## config.mk

```make
export PLATFORM = sky130hd
export DESIGN_NAME = bnn_seq_hs
export DESIGN_NICKNAME = d
export VERILOG_FILES = /design/src/rtl/bnn_pkg.sv /design/src/rtl/bnn_l0_neuron.sv /design/src/rtl/bnn_seq_hs.sv
export SDC_FILE = /design/constraint.sdc
export NUM_CORES = 2
export LEC_CHECK = 0
export ABC_AREA = 1
export CORE_UTILIZATION = 60
export DETAILED_ROUTE_END_ITERATION = 8
export PLACE_DENSITY = 0.8
export SYNTH_ARGS = -nofsm -noshare
export SYNTH_HDL_FRONTEND = slang
export SYNTH_SLANG_ARGS = --single-unit
```

## constraint.sdc

```tcl
create_clock -name clk -period 106 [get_ports clk]
set_input_delay 21.2 -clock clk [delete_from_list [all_inputs] [get_ports clk]]
set_output_delay 21.2 -clock clk [all_outputs]
set_load 0.01 [all_outputs]
```

## src/rtl/bnn_pkg.sv

```systemverilog
// Shared types and width helpers for the sequential BNN cores.
package bnn_pkg;

    typedef enum logic [1:0] {
        S_IDLE = 2'd0,
        S_L0   = 2'd1,
        S_L1   = 2'd2,
        S_HOLD = 2'd3
    } bnn_state_e;

    // Signed hidden-neuron sum: one sign bit on top of the largest magnitude.
    function automatic int sum_width(input int feat_bits, input int feat_cnt);
        return feat_bits + $clog2(feat_cnt) + 1;
    endfunction

    function automatic int score_width(input int hidden_cnt);
        return $clog2(hidden_cnt + 1);
    endfunction

    function automatic int n0_cycles(input int hidden_cnt, input int par_h);
        return (hidden_cnt + par_h - 1) / par_h;
    endfunction

endpackage

```

## src/rtl/bnn_l0_neuron.sv

```systemverilog
// One binary hidden neuron: signed +/- feature sum for a weight row, thresholded at zero.
module bnn_l0_neuron
    import bnn_pkg::*;
#(
    parameter int FEAT_CNT  = 128,
    parameter int FEAT_BITS = 4
) (
    input  logic [FEAT_CNT*FEAT_BITS-1:0] features,
    input  logic [FEAT_CNT-1:0]           weights,
    output logic                          hidden_bit
);

    localparam int SUM_W = sum_width(FEAT_BITS, FEAT_CNT);

    logic signed [SUM_W-1:0] sum_s;
    logic signed [SUM_W-1:0] x_s;

    // Weight 1 adds the feature, weight 0 subtracts it.
    always_comb begin
        sum_s = {SUM_W{1'b0}};
        x_s   = {SUM_W{1'b0}};
        for (int f = 0; f < FEAT_CNT; f++) begin
            x_s = SUM_W'(features[f*FEAT_BITS +: FEAT_BITS]);
            if (weights[f]) begin
                sum_s = sum_s + x_s;
            end else begin
                sum_s = sum_s - x_s;
            end
        end
    end

    assign hidden_bit = ~sum_s[SUM_W-1];

endmodule

```

## src/rtl/bnn_seq_hs.sv

```systemverilog
// Sequential BNN core: PAR_H hidden neurons per cycle, one output class per cycle,
// valid/ready on both sides with the winning class and score held until accepted.
module bnn_seq_hs
    import bnn_pkg::*;
#(
    parameter int FEAT_CNT   = 128,
    parameter int FEAT_BITS  = 4,
    parameter int HIDDEN_CNT = 40,
    parameter int CLASS_CNT  = 6,
    parameter int PAR_H      = 8,
    parameter logic [HIDDEN_CNT*FEAT_CNT-1:0]  Weights0 = '0,
    parameter logic [CLASS_CNT*HIDDEN_CNT-1:0] Weights1 = '0
) (
    input  logic                              clk,
    input  logic                              rst,
    input  logic [FEAT_CNT*FEAT_BITS-1:0]     features,
    input  logic                              in_valid,
    output logic                              in_ready,
    output logic [$clog2(CLASS_CNT)-1:0]      prediction,
    output logic [$clog2(HIDDEN_CNT+1)-1:0]   score,
    output logic                              out_valid,
    input  logic                              out_ready
);

    localparam int N0       = n0_cycles(HIDDEN_CNT, PAR_H);
    localparam int SW       = score_width(HIDDEN_CNT);
    localparam int PW       = $clog2(CLASS_CNT);
    localparam int GW       = (N0 > 1) ? $clog2(N0) : 1;
    localparam int FW       = FEAT_CNT * FEAT_BITS;
    localparam int W0_PAD_W = N0 * PAR_H * FEAT_CNT;
    localparam int W0_IW    = $clog2(W0_PAD_W);
    localparam int W1_IW    = $clog2(CLASS_CNT * HIDDEN_CNT);

    // Zero rows past HIDDEN_CNT keep the last group's slice in range; those lanes are never stored.
    localparam logic [W0_PAD_W-1:0] W0_PAD = W0_PAD_W'(Weights0);

    bnn_state_e            state_q, state_d;
    logic [FW-1:0]         feat_q, feat_d;
    logic [GW-1:0]         grp_q, grp_d;
    logic [PW-1:0]         cls_q, cls_d;
    logic [HIDDEN_CNT-1:0] hidden_q, hidden_d;
    logic [PW-1:0]         best_idx_q, best_idx_d;
    logic [SW-1:0]         best_score_q, best_score_d;
    logic [PW-1:0]         pred_q, pred_d;
    logic [SW-1:0]         score_q, score_d;
    logic                  out_valid_q, out_valid_d;
    logic                  in_ready_q, in_ready_d;

    logic [PAR_H-1:0]      lane_bits_s;
    logic [W1_IW-1:0]      w1_base_s;
    logic [HIDDEN_CNT-1:0] w1_row_s;
    logic [SW-1:0]         cls_score_s;

    function automatic logic [SW-1:0] popcount(input logic [HIDDEN_CNT-1:0] v);
        logic [SW-1:0] cnt;
        cnt = {SW{1'b0}};
        for (int i = 0; i < HIDDEN_CNT; i++) begin
            cnt = cnt + SW'(v[i]);
        end
        return cnt;
    endfunction

    for (genvar p = 0; p < PAR_H; p++) begin : g_lane
        logic [W0_IW-1:0]    base_s;
        logic [FEAT_CNT-1:0] row_s;

        assign base_s = W0_IW'((int'(grp_q) * PAR_H + p) * FEAT_CNT);
        assign row_s  = W0_PAD[base_s +: FEAT_CNT];

        bnn_l0_neuron #(
            .FEAT_CNT  (FEAT_CNT),
            .FEAT_BITS (FEAT_BITS)
        ) u_neuron (
            .features   (feat_q),
            .weights    (row_s),
            .hidden_bit (lane_bits_s[p])
        );
    end

    assign w1_base_s   = W1_IW'(int'(cls_q) * HIDDEN_CNT);
    assign w1_row_s    = Weights1[w1_base_s +: HIDDEN_CNT];
    assign cls_score_s = popcount(~(hidden_q ^ w1_row_s));

    // Next-state and datapath for the IDLE -> L0 -> L1 -> HOLD sequence.
    always_comb begin
        state_d      = state_q;
        feat_d       = feat_q;
        grp_d        = grp_q;
        cls_d        = cls_q;
        hidden_d     = hidden_q;
        best_idx_d   = best_idx_q;
        best_score_d = best_score_q;
        pred_d       = pred_q;
        score_d      = score_q;
        out_valid_d  = out_valid_q;

        case (state_q)
            S_IDLE: begin
                if (in_valid) begin
                    feat_d       = features;
                    grp_d        = {GW{1'b0}};
                    cls_d        = {PW{1'b0}};
                    best_idx_d   = {PW{1'b0}};
                    best_score_d = {SW{1'b0}};
                    state_d      = S_L0;
                end else begin
                    state_d = S_IDLE;
                end
            end
            S_L0: begin
                for (int h = 0; h < HIDDEN_CNT; h++) begin
                    if (GW'(h / PAR_H) == grp_q) begin
                        hidden_d[h] = lane_bits_s[h % PAR_H];
                    end else begin
                        hidden_d[h] = hidden_q[h];
                    end
                end
                if (grp_q == GW'(N0 - 1)) begin
                    grp_d   = {GW{1'b0}};
                    state_d = S_L1;
                end else begin
                    grp_d = grp_q + GW'(1);
                end
            end
            S_L1: begin
                // Strictly greater: equal scores keep the lower class index.
                if (cls_score_s > best_score_q) begin
                    best_idx_d   = cls_q;
                    best_score_d = cls_score_s;
                end else begin
                    best_idx_d = best_idx_q;
                end
                if (cls_q == PW'(CLASS_CNT - 1)) begin
                    cls_d   = {PW{1'b0}};
                    state_d = S_HOLD;
                end else begin
                    cls_d = cls_q + PW'(1);
                end
            end
            S_HOLD: begin
                if (!out_valid_q) begin
                    pred_d      = best_idx_q;
                    score_d     = best_score_q;
                    out_valid_d = 1'b1;
                end else if (out_ready) begin
                    out_valid_d = 1'b0;
                    state_d     = S_IDLE;
                end else begin
                    out_valid_d = 1'b1;
                end
            end
            default: begin
                state_d     = S_IDLE;
                out_valid_d = 1'b0;
            end
        endcase

        in_ready_d = (state_d == S_IDLE);
    end

    // State and output registers with synchronous reset.
    always_ff @(posedge clk) begin
        if (rst) begin
            state_q      <= S_IDLE;
            feat_q       <= {FW{1'b0}};
            grp_q        <= {GW{1'b0}};
            cls_q        <= {PW{1'b0}};
            hidden_q     <= {HIDDEN_CNT{1'b0}};
            best_idx_q   <= {PW{1'b0}};
            best_score_q <= {SW{1'b0}};
            pred_q       <= {PW{1'b0}};
            score_q      <= {SW{1'b0}};
            out_valid_q  <= 1'b0;
            in_ready_q   <= 1'b1;
        end else begin
            state_q      <= state_d;
            feat_q       <= feat_d;
            grp_q        <= grp_d;
            cls_q        <= cls_d;
            hidden_q     <= hidden_d;
            best_idx_q   <= best_idx_d;
            best_score_q <= best_score_d;
            pred_q       <= pred_d;
            score_q      <= score_d;
            out_valid_q  <= out_valid_d;
            in_ready_q   <= in_ready_d;
        end
    end

    assign in_ready   = in_ready_q;
    assign out_valid  = out_valid_q;
    assign prediction = pred_q;
    assign score      = score_q;

endmodule

```

# Word-level counts from Yosys, hierarchy flattened
# Index checks and enable logic that the tools add are counted.
# classes
bitwise_logic	11
eq_ne	11
n_reduce_logical	15
n_shift	9
multipliers	1
add_sub_neg	2081
magnitude_cmp	1
muxes	1042
# ops
operator	count
indexed part select 5120 x 14 -> 128 bit (first input constant)	8
2-to-1 mux 12 bit	1024
adder 12 x 5 -> 12 bit	1016
subtractor 12 x 5 -> 12 bit	1016
indexed part select 240 x 9 -> 40 bit (first input constant)	1
adder 6 x 1 -> 6 bit	34
inverter 40 bit	1
XOR 40 bit	1
adder 6 x 3 -> 6 bit (second input constant)	4
case mux 3 bit (2 select lines)	3
AND reduction 2 bit	9
adder 6 x 2 -> 6 bit (second input constant)	2
2-to-1 mux 3 bit	4
2-to-1 mux 6 bit	2
case mux 6 bit (2 select lines)	1
inverter 1 bit	9
2-to-1 mux 2 bit	4
case mux 2 bit (4 select lines)	1
adder 3 x 1 -> 3 bit (second input constant)	2
adder 5 x 1 -> 6 bit	1
adder 6 x 1 -> 6 bit (second input constant)	1
equality test 2 x 3 -> 1 bit (first input constant)	2
equality test 3 bit (second input constant)	2
> comparator 6 bit	1
16 further kinds	22
# word_totals
in_bits	516
regBits	580
output_inout_bits	11

# Logic depth before layout (Yosys ltp)
# depth
depth_word	258
ltp_mapped	517
depth_no_buf	517

# By module
# From an unflattened synthesis, not the netlist that was laid out.
# unflattened
cells_unflattened	90084
hier_area_um2	568803.0
# by_module_without_submodules
module	seq_area_each_um2	cells_each	area_each_um2	n_inst
bnn_l0_neuron at g_lane[2].u_neuron ...	0.0	11127	69068.7	4
bnn_l0_neuron at g_lane[0].u_neuron ...	0.0	10805	68024.0	2
bnn_l0_neuron at g_lane[4].u_neuron	0.0	10724	67783.8	1
bnn_l0_neuron at g_lane[5].u_neuron	0.0	10564	67362.1	1
bnn_seq_hs	11611.1	2678	21334.2	1

# Worst setup path after synthesis
# Ideal clock, no wire load.
# synth_path
path_kind	register to register
from	register feat_q[4]
to	register hidden_q[14]
t_required_ns	105.878
setup_ns	0.122
n_path_buf	0
t_arrival_ns	84.502
path_slack_ns	21.376
path_stages_with_launch	504
path_cell_list	dfxtp_1 -> inv_1 -> ha_1 -> fa_1 -> xor2_1 -> ha_1 -> a21oi_1 -> nand2_1 -> xor2_1 -> ha_1 -> a21oi_1 -> inv_1 -> a31oi_1 -> xor2_1 -> ha_1 -> a21oi_1 -> o21ai_0 -> xor2_1 -> (+468 left out) -> ha_1 -> a21oi_1 -> xnor2_1 -> ha_1 -> nand4_1 -> a2111o_1 -> o2111ai_1 -> xor2_1 -> xor2_1 -> inv_1 -> nand3_1 -> nand2_1 -> nand3_1 -> nand2_1 -> inv_1 -> nand3_1 -> nand2_4 -> a21oi_2
# synth_via
elab_chain_len	255
word_cells_on_any_way	382
# synth_lines
item	line_no	source
start: declaration	bnn_seq_hs.sv:38	logic [FW-1:0] feat_q, feat_d;
start signal: assignment	bnn_seq_hs.sv:165	feat_q <= {FW{1'b0}};
start signal: assignment	bnn_seq_hs.sv:177	feat_q <= feat_d;
subtractor 12 x 5 -> 12 bit / adder 12 x 5 -> 12 bit (equally long branches)	bnn_l0_neuron.sv:27, bnn_l0_neuron.sv:25	
2-to-1 mux 12 bit (*)	bnn_l0_neuron.sv:24	if (weights[f]) begin
subtractor 12 x 5 -> 12 bit / adder 12 x 5 -> 12 bit (equally long branches)	bnn_l0_neuron.sv:27, bnn_l0_neuron.sv:25	
2-to-1 mux 12 bit (*)	bnn_l0_neuron.sv:24	
subtractor 12 x 5 -> 12 bit / adder 12 x 5 -> 12 bit (equally long branches)	bnn_l0_neuron.sv:27, bnn_l0_neuron.sv:25	
2-to-1 mux 12 bit (*)	bnn_l0_neuron.sv:24	
subtractor 12 x 5 -> 12 bit / adder 12 x 5 -> 12 bit (equally long branches)	bnn_l0_neuron.sv:27, bnn_l0_neuron.sv:25	
2-to-1 mux 12 bit (*)	bnn_l0_neuron.sv:24	
(+239 left out)	--	
2-to-1 mux 12 bit (*)	bnn_l0_neuron.sv:24	
subtractor 12 x 5 -> 12 bit / adder 12 x 5 -> 12 bit (equally long branches)	bnn_l0_neuron.sv:27, bnn_l0_neuron.sv:25	
2-to-1 mux 12 bit (*)	bnn_l0_neuron.sv:24	
subtractor 12 x 5 -> 12 bit / adder 12 x 5 -> 12 bit (equally long branches)	bnn_l0_neuron.sv:27, bnn_l0_neuron.sv:25	
2-to-1 mux 12 bit (*)	bnn_l0_neuron.sv:24	
subtractor 12 x 5 -> 12 bit / adder 12 x 5 -> 12 bit (equally long branches)	bnn_l0_neuron.sv:27, bnn_l0_neuron.sv:25	
2-to-1 mux 12 bit (*)	bnn_l0_neuron.sv:24	
inverter 1 bit (*)	bnn_l0_neuron.sv:32	assign hidden_bit = ~sum_s[SUM_W-1];
end signal: assignment	bnn_seq_hs.sv:168	hidden_q <= {HIDDEN_CNT{1'b0}};
end signal: assignment	bnn_seq_hs.sv:180	hidden_q <= hidden_d;
end: declaration	bnn_seq_hs.sv:41	logic [HIDDEN_CNT-1:0] hidden_q, hidden_d;
# Every way passes the cells marked *; elsewhere a longest branch is shown, timed or not.
# A chain may end at the register's enable or synchronous reset.

# Worst setup path after layout
# layout_path
from	register feat_q[4]
to	register hidden_q[30]
# The elaborated chain is that of the path after synthesis.

==> results.toml <==
[floorplanning]
row_count = 135
die_height_microns = 371
die_x_microns = 371
core_sq_um = 135000
io_pins = 527
start_util = 0.604
die_area_sq_um = 138000

[worst_setup_path]
end_kind = "flop"
rr_endpoint = "hidden_q[30]$_SDFFE_PP0P_"
crit_slowest_cell = "fa_1"
critical_path.startpoint_type = "flop"
required_ns = 106.59
crit_start = "feat_q[4]$_SDFFE_PP0P_"
max_stage_delay_ns = 0.46
critPathMaxFanout = 5
r2r_start = "feat_q[4]$_SDFFE_PP0P_"
r2r_slack_ns = 15.83
ff2ff_path_depth = 503
crit_arrival_ns = 90.76
critPathMostFrequentCell = "ha_1"
worstSetupPathType = "flop to flop"
setup.worst_path.end = "hidden_q[30]$_SDFFE_PP0P_"

[clocking]
insertion_delay_ns = 0.71
clk_path_buf_depth = 3
cts_tree = "yes"
cts_root_buffer = "clkbuf_16"
cts_resized = 0
numCtsBuffers = 74
path_clk_slew_ns = 0.06
cts_setup_buffers = 0
clkSinkCount = 545
holdBufCountCts = 0
htree_levels = 3

[logic_synthesis]
synthMuxAreaShare = 0
yosysTopAreaCellShare = 0.257
synth_adder_area_share = 0.292
synthFlopType = "dfxtp_1"
synth_compound_area_frac = 0.183
synth_simple_gate_area_frac = 0.177
synth_area_leaders = "ha_1 (26%), dfxtp_1 (13%), a21oi_1 (10%)"
synth_top_family_by_area = "adder cells"
syn_nets = 13900
syn_inst = 11600
syn_area_per_cell_sq_um = 7.05
synth-edff-count = 0
synthXorXnorAreaFrac = 0.137
synth_area_sq_um = 81700
synth_warnings = 0
ys_ff_latch = 545
synth_area_leader_cell = "ha_1"
ys_seq_area_frac = 0.133
yosysUniqueCellTypes = 43
async_reset_ff_frac = 0

[routing]
final_antenna_net_count = 0
finalWirelength_mm = 223
vias_per_cell = 5.60
drt-initial-drc-count = 4582
vias = 77700
firstDrtPassIters = 6
drc = 0
wl_per_cell_microns = 16.1

[timing]
finalCritPeriodShare = 0.851
tightestPinTransition_ns = 1.33
min_period_ns = 90.17
rsz0062_at_grt = "false"
setup_viol = 0
tns_ns = 0
fin_ws_ns = 15.83
clock_skew_ns = 0.0359
max_freq_mhz = 11.1
hold_viol = 0
maxSlewHeadroom = 0.107
final_max_slew_viol_count = 0

[global_routing]
grt_pass1_vias = 75000
grt_pass1_wl_mm = 359
overflow = 0
grt_max_degree = 180
grtUsageTotal = 0.315
antenna_found_initial = 9

[final_layout]
fillers = 11700
syn_to_final_growth_pct = 11.7
layout-drive-gt1-share = 0.0239
num-nets-final = 14400

[run_status]
status = "finished, final reports clean"

[placed_design]
dp_hpwl_mm = 188
port_buffers = 526
routabilityCongestion = 0.952
pre_cts_ws_ns = 16.28

[run]
cap_violations = 0

[hold_path]
hold_class = "flop to flop"
cell usage after synthesis (12+ instances only):
master     instances
or2_2             98
inv_1           1482
fa_1             143
nor2_1           439
nand4_1           45
o21ai_0          811
clkbuf_1         172
o21ai_1           74
nand3b_1          24
a211oi_1          21
nor3_1           142
o211ai_1          12
xor2_1           620
nand2_2           15
o21bai_1          33
a31oi_1          151
and2_1            51
o2111ai_1         26
dfxtp_1          545
inv_2             20
ha_1            1678
a21oi_1         1634
a21o_1            65
nand2_1         1916
or2_1             12
xnor2_1          652
nand3_1          664
critical path, delay by kind of cell (launching register included):
kind	cells	cell delay (ns)
AO/OA/AOI/OAI	14	2.80
XOR/XNOR	33	5.58
adder cells (fa/ha/maj)	128	39.98
buffers and inverters	127	5.94
flip-flops	1	0.36
AND/OR/NAND/NOR	201	35.39
sequential cells by signal (all words and copies together), names as in the netlist:
register and cells:
state_q 2, cls_q 3, out_valid 1, grp_q 3, score 6, feat_q 512
best_idx_q 3, prediction 3, in_ready 1, best_score_q 6, hidden_q 5
layout make-up:
type                       count  area (sq um)  share of cell area
multi-input combinational   9362         64500               0.707
sequential                   545         10900               0.120
inverter                    1503          5650              0.0619
timing repair buffer         542          5400              0.0591
tap                         1781          2230              0.0244
clock buffer                  92          2040              0.0223
clock inverter                42           512             0.00561
antenna                        5          12.5            0.000137
stage by stage:
stage | util | cells | cell area (sq um) | hold slack, ns
after global placement | 0.656 | 13700 | 88700 | 0.453
after floorplan | - | 11600 | 81700 | 0.445
after detailed placement | 0.656 | 13700 | 88700 | 0.466
after CTS | 0.675 | 13900 | 91300 | 0.475
after global routing | 0.675 | 13900 | 91300 | 0.495
final | 0.675 | 13900 | 91300 | 0.473
per-layer routing:
layer | wire length [microns] | GRT usage | vias to the layer above
met1 | 101000 | 0.406 | 35700
met5 | 0 | 0 | -
met2 | 103000 | 0.541 | 1592
met3 | 12000 | 0.0320 | 307
met4 | 7520 | 0.114 | 0
li1 | - | - | 40100
logic make-up after synthesis:
group / count (synthesis)
flip-flops: 545
XOR/XNOR: 1274
AO/OA/AOI/OAI: 2855
adder cells (fa/ha/maj): 1821
AND/OR/NAND/NOR: 3412
buffers and inverters: 1680
placed cells by master (no fill, tap or decap), drive strengths merged, types with 2 or more instances in the layout:
master and instances:
xnor2 652, o21ai 885, a21oi 1640, a21boi 14, or2 110, buf 16
nor3 142, clkinv 16, o2111ai 26, nand2b 3, a31oi 151, bufinv 6
and2 51, xor2 622, o211a 3, ha 1678, nand3b 25, clkdlybuf4s50 526
o21a 2, a21o 65, o21bai 33, nand3 664, diode 5, nor2 439
inv 1513, nand4 45, clkbuf 92, fa 143, o211ai 12, nand2 1932
a211oi 21, clkinvlp 10, dfxtp 545
worst min-delay path by stage:
stage | cells after the start | to | startpoint
finish | 2 | feat_q[257]$_SDFFE_PP0P_ | feat_q[257]$_SDFFE_PP0P_
global placement | 2 | best_score_q[1]$_SDFFE_PP0P_ | best_score_q[1]$_SDFFE_PP0P_
CTS | 2 | feat_q[153]$_SDFFE_PP0P_ | feat_q[153]$_SDFFE_PP0P_
floorplan | 2 | best_score_q[1]$_SDFFE_PP0P_ | best_score_q[1]$_SDFFE_PP0P_
global route | 2 | feat_q[257]$_SDFFE_PP0P_ | feat_q[257]$_SDFFE_PP0P_
detailed placement | 2 | feat_q[257]$_SDFFE_PP0P_ | feat_q[257]$_SDFFE_PP0P_
Power is left out: the tool's default activity adds up to more than one toggle a clock period on the data nets, which glitch-free logic cannot reach.
